File: src/rtl/card_grid_render.sv
`default_nettype none
// ============================================================================
// card_grid_render : per-card reveal/hide/match state plus a 2-stage pixel
//                    renderer for a ROWS x COLS grid of cards.  Rev 1.0
// ============================================================================
module card_grid_render #(
   parameter int COLS        = 4,
   parameter int ROWS        = 4,
   parameter int CARD_W      = 90,
   parameter int CARD_H      = 90,
   parameter int PITCH_X     = 100,
   parameter int PITCH_Y     = 100,
   parameter int ORG_X       = 130,
   parameter int ORG_Y       = 70,
   parameter int FLIP_FRAMES = 8
) (
   input  logic                         clk,
   input  logic                         rst_n,
   input  logic [9:0]                   HCount,
   input  logic [9:0]                   VCount,
   input  logic                         frame_tick,
   input  logic                         cmd_valid,
   output logic                         cmd_ready,
   input  logic [1:0]                   cmd_op,
   input  logic [$clog2(ROWS*COLS)-1:0] cmd_idx,
   output logic [$clog2(CARD_H)-1:0]    rom_row,
   output logic [$clog2(CARD_W)-1:0]    rom_col,
   input  logic [2:0]                   rom_pix,
   output logic                         cardon,
   output logic [2:0]                   rgb,
   output logic                         all_matched
);
   localparam int N     = ROWS * COLS;
   localparam int IDX_W = $clog2(N);
   localparam int RW    = $clog2(CARD_H);
   localparam int CW    = $clog2(CARD_W);
   localparam int CNT_W = $clog2(FLIP_FRAMES + 1);
   localparam int AW    = 16;

   localparam logic [1:0] C_ST_HIDDEN  = 2'b00;
   localparam logic [1:0] C_ST_FLIP    = 2'b01;
   localparam logic [1:0] C_ST_SHOWN   = 2'b10;
   localparam logic [1:0] C_ST_MATCHED = 2'b11;

   localparam logic [1:0] C_OP_REVEAL = 2'b00;
   localparam logic [1:0] C_OP_HIDE   = 2'b01;
   localparam logic [1:0] C_OP_MATCH  = 2'b10;
   localparam logic [1:0] C_OP_CLEAR  = 2'b11;

   logic [N-1:0][1:0]  state_q, state_d;
   logic               flip_busy_q, flip_busy_d;
   logic [IDX_W-1:0]   flip_idx_q, flip_idx_d;
   logic [CNT_W-1:0]   flip_cnt_q, flip_cnt_d;

   logic [RW-1:0]      rom_row_q, rom_row_d;
   logic [CW-1:0]      rom_col_q, rom_col_d;
   logic               hit1_q, hit1_d;
   logic [1:0]         cst1_q, cst1_d;
   logic               cardon_q, cardon_d;
   logic [2:0]         rgb_q, rgb_d;

   logic               w_accept;
   logic               w_idx_ok;
   logic [AW-1:0]      w_h, w_v, w_left, w_top;
   logic               w_hit_x, w_hit_y;
   logic [IDX_W-1:0]   w_col, w_row_base, w_idx;

   assign cmd_ready = ~flip_busy_q;
   assign w_accept  = cmd_valid & cmd_ready;

   // Out-of-range indices only exist when the card count is not a power of two.
   if ((1 << IDX_W) == N) begin : g_idx_full
      assign w_idx_ok = 1'b1;
   end else begin : g_idx_part
      assign w_idx_ok = (cmd_idx < IDX_W'(N));
   end

   always_comb begin
      state_d     = state_q;
      flip_busy_d = flip_busy_q;
      flip_idx_d  = flip_idx_q;
      flip_cnt_d  = flip_cnt_q;
      if (flip_busy_q && frame_tick) begin
         if (flip_cnt_q == CNT_W'(FLIP_FRAMES - 1)) begin
            state_d[flip_idx_q] = C_ST_SHOWN;
            flip_busy_d         = 1'b0;
            flip_cnt_d          = '0;
         end else begin
            flip_cnt_d = flip_cnt_q + 1'b1;
         end
      end
      // Applied after the tick so an accepted clear overrides a same-cycle tick.
      if (w_accept) begin
         if (cmd_op == C_OP_CLEAR) begin
            state_d     = '0;
            flip_busy_d = 1'b0;
            flip_cnt_d  = '0;
         end else if (w_idx_ok) begin
            case (cmd_op)
               C_OP_REVEAL: if (state_q[cmd_idx] == C_ST_HIDDEN) begin
                  state_d[cmd_idx] = C_ST_FLIP;
                  flip_busy_d      = 1'b1;
                  flip_idx_d       = cmd_idx;
                  flip_cnt_d       = '0;
               end
               C_OP_HIDE:  if (state_q[cmd_idx] == C_ST_SHOWN) state_d[cmd_idx] = C_ST_HIDDEN;
               C_OP_MATCH: if (state_q[cmd_idx] == C_ST_SHOWN) state_d[cmd_idx] = C_ST_MATCHED;
               default: ;
            endcase
         end
      end
   end

   always_comb begin
      all_matched = 1'b1;
      for (int i = 0; i < N; i++) begin
         if (state_q[i] != C_ST_MATCHED) all_matched = 1'b0;
      end
   end

   assign w_h = AW'(HCount);
   assign w_v = AW'(VCount);

   // Stage 1: locate the card column/row under the current pixel.
   always_comb begin
      w_hit_x = 1'b0;
      w_left  = '0;
      w_col   = '0;
      for (int c = 0; c < COLS; c++) begin
         if (w_h >= AW'(ORG_X + c * PITCH_X) && w_h <= AW'(ORG_X + c * PITCH_X + CARD_W - 1)) begin
            w_hit_x = 1'b1;
            w_left  = AW'(ORG_X + c * PITCH_X);
            w_col   = IDX_W'(c);
         end
      end
      w_hit_y    = 1'b0;
      w_top      = '0;
      w_row_base = '0;
      for (int r = 0; r < ROWS; r++) begin
         if (w_v >= AW'(ORG_Y + r * PITCH_Y) && w_v <= AW'(ORG_Y + r * PITCH_Y + CARD_H - 1)) begin
            w_hit_y    = 1'b1;
            w_top      = AW'(ORG_Y + r * PITCH_Y);
            w_row_base = IDX_W'(r * COLS);
         end
      end
   end

   assign w_idx = w_row_base + w_col;

   always_comb begin
      hit1_d    = w_hit_x & w_hit_y;
      cst1_d    = state_q[w_idx];
      rom_row_d = '0;
      rom_col_d = '0;
      if (w_hit_x && w_hit_y) begin
         rom_row_d = RW'(w_v - w_top);
         rom_col_d = CW'(w_h - w_left);
      end
   end

   // Stage 2: rom_pix belongs to the address currently presented on rom_row/rom_col.
   always_comb begin
      cardon_d = hit1_q;
      rgb_d    = 3'b000;
      if (hit1_q) begin
         case (cst1_q)
            C_ST_HIDDEN: rgb_d = 3'b100;
            C_ST_FLIP:   rgb_d = 3'b110;
            C_ST_SHOWN:  rgb_d = rom_pix;
            default:     rgb_d = {1'b0, rom_pix[1:0]};
         endcase
      end
   end

   always_ff @(posedge clk or negedge rst_n) begin
      if (!rst_n) begin
         state_q     <= '0;
         flip_busy_q <= 1'b0;
         flip_idx_q  <= '0;
         flip_cnt_q  <= '0;
         rom_row_q   <= '0;
         rom_col_q   <= '0;
         hit1_q      <= 1'b0;
         cst1_q      <= C_ST_HIDDEN;
         cardon_q    <= 1'b0;
         rgb_q       <= 3'b000;
      end else begin
         state_q     <= state_d;
         flip_busy_q <= flip_busy_d;
         flip_idx_q  <= flip_idx_d;
         flip_cnt_q  <= flip_cnt_d;
         rom_row_q   <= rom_row_d;
         rom_col_q   <= rom_col_d;
         hit1_q      <= hit1_d;
         cst1_q      <= cst1_d;
         cardon_q    <= cardon_d;
         rgb_q       <= rgb_d;
      end
   end

   assign rom_row = rom_row_q;
   assign rom_col = rom_col_q;
   assign cardon  = cardon_q;
   assign rgb     = rgb_q;

endmodule
`default_nettype wire
File: config.mk
export PLATFORM = sky130hd
export DESIGN_NAME = card_grid_render
export DESIGN_NICKNAME = d
export VERILOG_FILES = /design/src/rtl/card_grid_render.sv
export SDC_FILE = /design/constraint.sdc
export NUM_CORES = 1
export LEC_CHECK = 0
export BUFFER_PORTS_ARGS = -buffer_cell sky130_fd_sc_hd__buf_2
export CAP_MARGIN = 20
export CORE_MARGIN = 2
export CORE_UTILIZATION = 59
export CTS_CLUSTER_SIZE = 20
export DETAILED_ROUTE_END_ITERATION = 7
export PLACE_DENSITY_LB_ADDON = 0.15
export SLEW_MARGIN = 40
export SYNTH_ARGS = -nofsm -noshare
export SYNTH_HDL_FRONTEND = slang
export SYNTH_SLANG_ARGS = --single-unit
File: constraint.sdc
create_clock -name clk -period 2.85 [get_ports clk]
set_input_delay 0.4275 -clock clk [delete_from_list [all_inputs] [get_ports clk]]
set_output_delay 0.4275 -clock clk [all_outputs]
set_load 0.02 [all_outputs]
==> metrics <==
status finished clean; Relative slew margins a little under three fifths; RSZ-0062 raised after global routing false; All-Layer GR Usage 32.27%; share of layout cells above drive strength 1 a little under a quarter; drt drc 0; syn avg cell area 8.573 um^2; Netlist cell types 70; Top FF cell, synth dfrtp_1; CP max FO 7; Synth Net Count between 500 and 600; synthesis-stage register bit count between 60 and 70; I/O pins 53; gpl congestion 0.9955; CTS tree built; First-pass DRT Iterations 5; GRT overflow 0; die area around 8100 um^2; post-synthesis sequential area ratio 35.77%; first-pass GRT wire length roughly 21000 um; slew at the pin closest to its max-slew limit approximately 640 ps; worst-case clock buffer depth 2; Post-synth EDFFs 0; Max Slew Vio Count 0; fraction of registers with async set/reset 100.0%; hold buffer count at CTS 0; cell area after synthesis between 4000 and 5000 um^2; final setup fails 0; P&R area growth vs syn 16.07%; Filler cells 577; minimum clock period 2570 ps; Fin Setup TNS 0 ps; cts bufs inserted 9; Core Area 7176 um^2; initial antenna violation count 0; Avg WL per Cell 18.77 um; Synth area leader dfrtp_1; synth top area cells dfrtp_1, nor2_1, a21oi_1; I/O Buffers 52; post-cts resize count 0; Power per Cell Area 548.8 nW/um^2; Fin. Hold Viols 0; ant diodes 0; nets@finish 612; Period Utilization, post-route 90.18%; final wirelength 12570 um; Clock Skews 6.664 ps; Die Span Y 89.75 um; # clock sinks 62; Critical Path RT 3090 ps; footprint of the multi-input gates 2634 um^2; most frequent cells in the layout nor2_1, dfrtp_1, buf_2; die width roughly 90 um; area occupied by registers about 1600 um^2; via/cell ratio between 6 and 7; Worst-path clk slew ~70 ps; H-tree depth 3; Worst-Skew Late Latency 350 ps; power consumption 2.763 mW; number of global-route vias before repair 4115; 1st-iter DRT viols around 430; Post-CTS Setup Inserts 0; Yosys top cell area share ~36%; pre-CTS WS -47.37 ps; routed via count 4364; largest net degree at the start of global routing 35; synth warn 0; Initial Utilization 60.45%; most common cell after layout, fill and taps aside nor2_1; Max Freq 0.3891 GHz; Post-Synthesis Cells 506; CP endpoint kind flip-flop; remaining antenna violation count 0; critical path startpoint category primary input; count of maximum capacitance violations 0; crit path kind in -> reg; CP Data Arrival Time 2810 ps; Worst Hold Class in -> async; HPWL after DPL 9174 um; maximum vdd drop 484.7 uV; row cnt 31; Leak 2.180 nW; setup slack after layout 279.9 ps; Root Buffer clkbuf_8
## area by class of cell
cell class / instances / share of cell area (%)
repair buffers: 79 / 9.245
clock inverters: 4 / 0.9443
well taps: 99 / 2.460
flip-flops and latches: 62 / 30.82
multi-input cells: 396 / 52.31
inverters: 19 / 1.417
clock buffers: 11 / 2.808
## synthesized netlist by cell type (4+ instances only)
| master | number |
|---|---|
| nor2_1 | 67 |
| dfrtp_1 | 62 |
| a21oi_1 | 42 |
| o21ai_0 | 34 |
| nand2_1 | 32 |
| clkbuf_1 | 26 |
| nor3_1 | 22 |
| inv_1 | 19 |
| nand3_1 | 16 |
| nand2b_1 | 15 |
| nand4_1 | 13 |
| nor2b_1 | 12 |
| ha_1 | 10 |
| mux4_2 | 8 |
| o221ai_1 | 7 |
| o22ai_1 | 7 |
| o31ai_1 | 7 |
| xor2_1 | 5 |
| a21o_1 | 4 |
| a31o_2 | 4 |
| mux2_4 | 4 |
| mux2i_1 | 4 |
| or3b_2 | 4 |
| xnor2_1 | 4 |
## per-stage QoR
stage	util, %	cell area [um^2]	hold WS [ps]	std cells
final	70.17	5035	13.85	670
after global routing	70.17	5035	33.21	670
after CTS	70.13	5032	166.9	670
after detailed placement	67.50	4843	396.5	655
after global placement	67.50	4843	391.8	655
after floorplan	-	4388	131.9	506
## path summary, 6_finish.rpt
path / from / endpoint / slack [ps] / depth (start not counted)
min in group clk: HCount[0] / rom_col[0]$_DFF_PN0_ / 280 / 3
max: HCount[3] / rom_col[6]$_DFF_PN0_ / 280 / 12
min reg2reg: cardon_d$_DFF_PN0_ / cardon$_DFF_PN0_ / 410 / 0
min: rst_n / rom_row[2]$_DFF_PN0_ / 10 / 1
max in group asynchronous: rst_n / state_q[15]$_DFF_PN0_ / 2220 / 2
max reg2reg: state_q[31]$_DFF_PN0_ / flip_idx_q[1]$_DFFE_PN0P_ / 480 / 7
## registers in the layout, summed over array words and instances (netlist names)
name         flops
cardon           1
cardon_d         1
cst1_q           2
flip_busy_q      1
flip_cnt_q       4
flip_idx_q       4
rgb              3
rom_col          7
rom_row          7
state_q         32
## logic make-up after synthesis
logic type / Yosys count / synth area share [%]
AO/OA/AOI/OAI: 149 / 22.58
AND/OR/NAND/NOR: 209 / 24.81
XOR/XNOR: 9 / 1.817
buffers and inverters: 48 / 4.499
adder cells (fa/ha/maj): 12 / 3.807
multiplexers: 17 / 6.721
flip-flops: 62 / 35.77
## per-layer routing
metal	global-route usage (%)	part of all wire [%]
met1	42.13	40
met2	53.28	48
met3	5.616	8.1
met4	13.85	3.9
met5	0	0
## worst max-delay path: stages
cell and delay (ps):
buf_2 140, nor4_2 360, a32oi_1 190, nand2_1 160
nor2_4 70, ha_1 270, nor2b_1 130, o21ai_0 180
or3b_2 490, a21oi_1 200, xnor2_1 140, nor2_1 50
## power breakdown
group | internal, mW | switching [mW] | total [mW]
Combinational | 0.346 | 0.483 | 0.829
Sequential | 1.00 | 0.160 | 1.16
Clock | 0.420 | 0.352 | 0.772
Note: power is estimated with default switching activity, not from simulation.
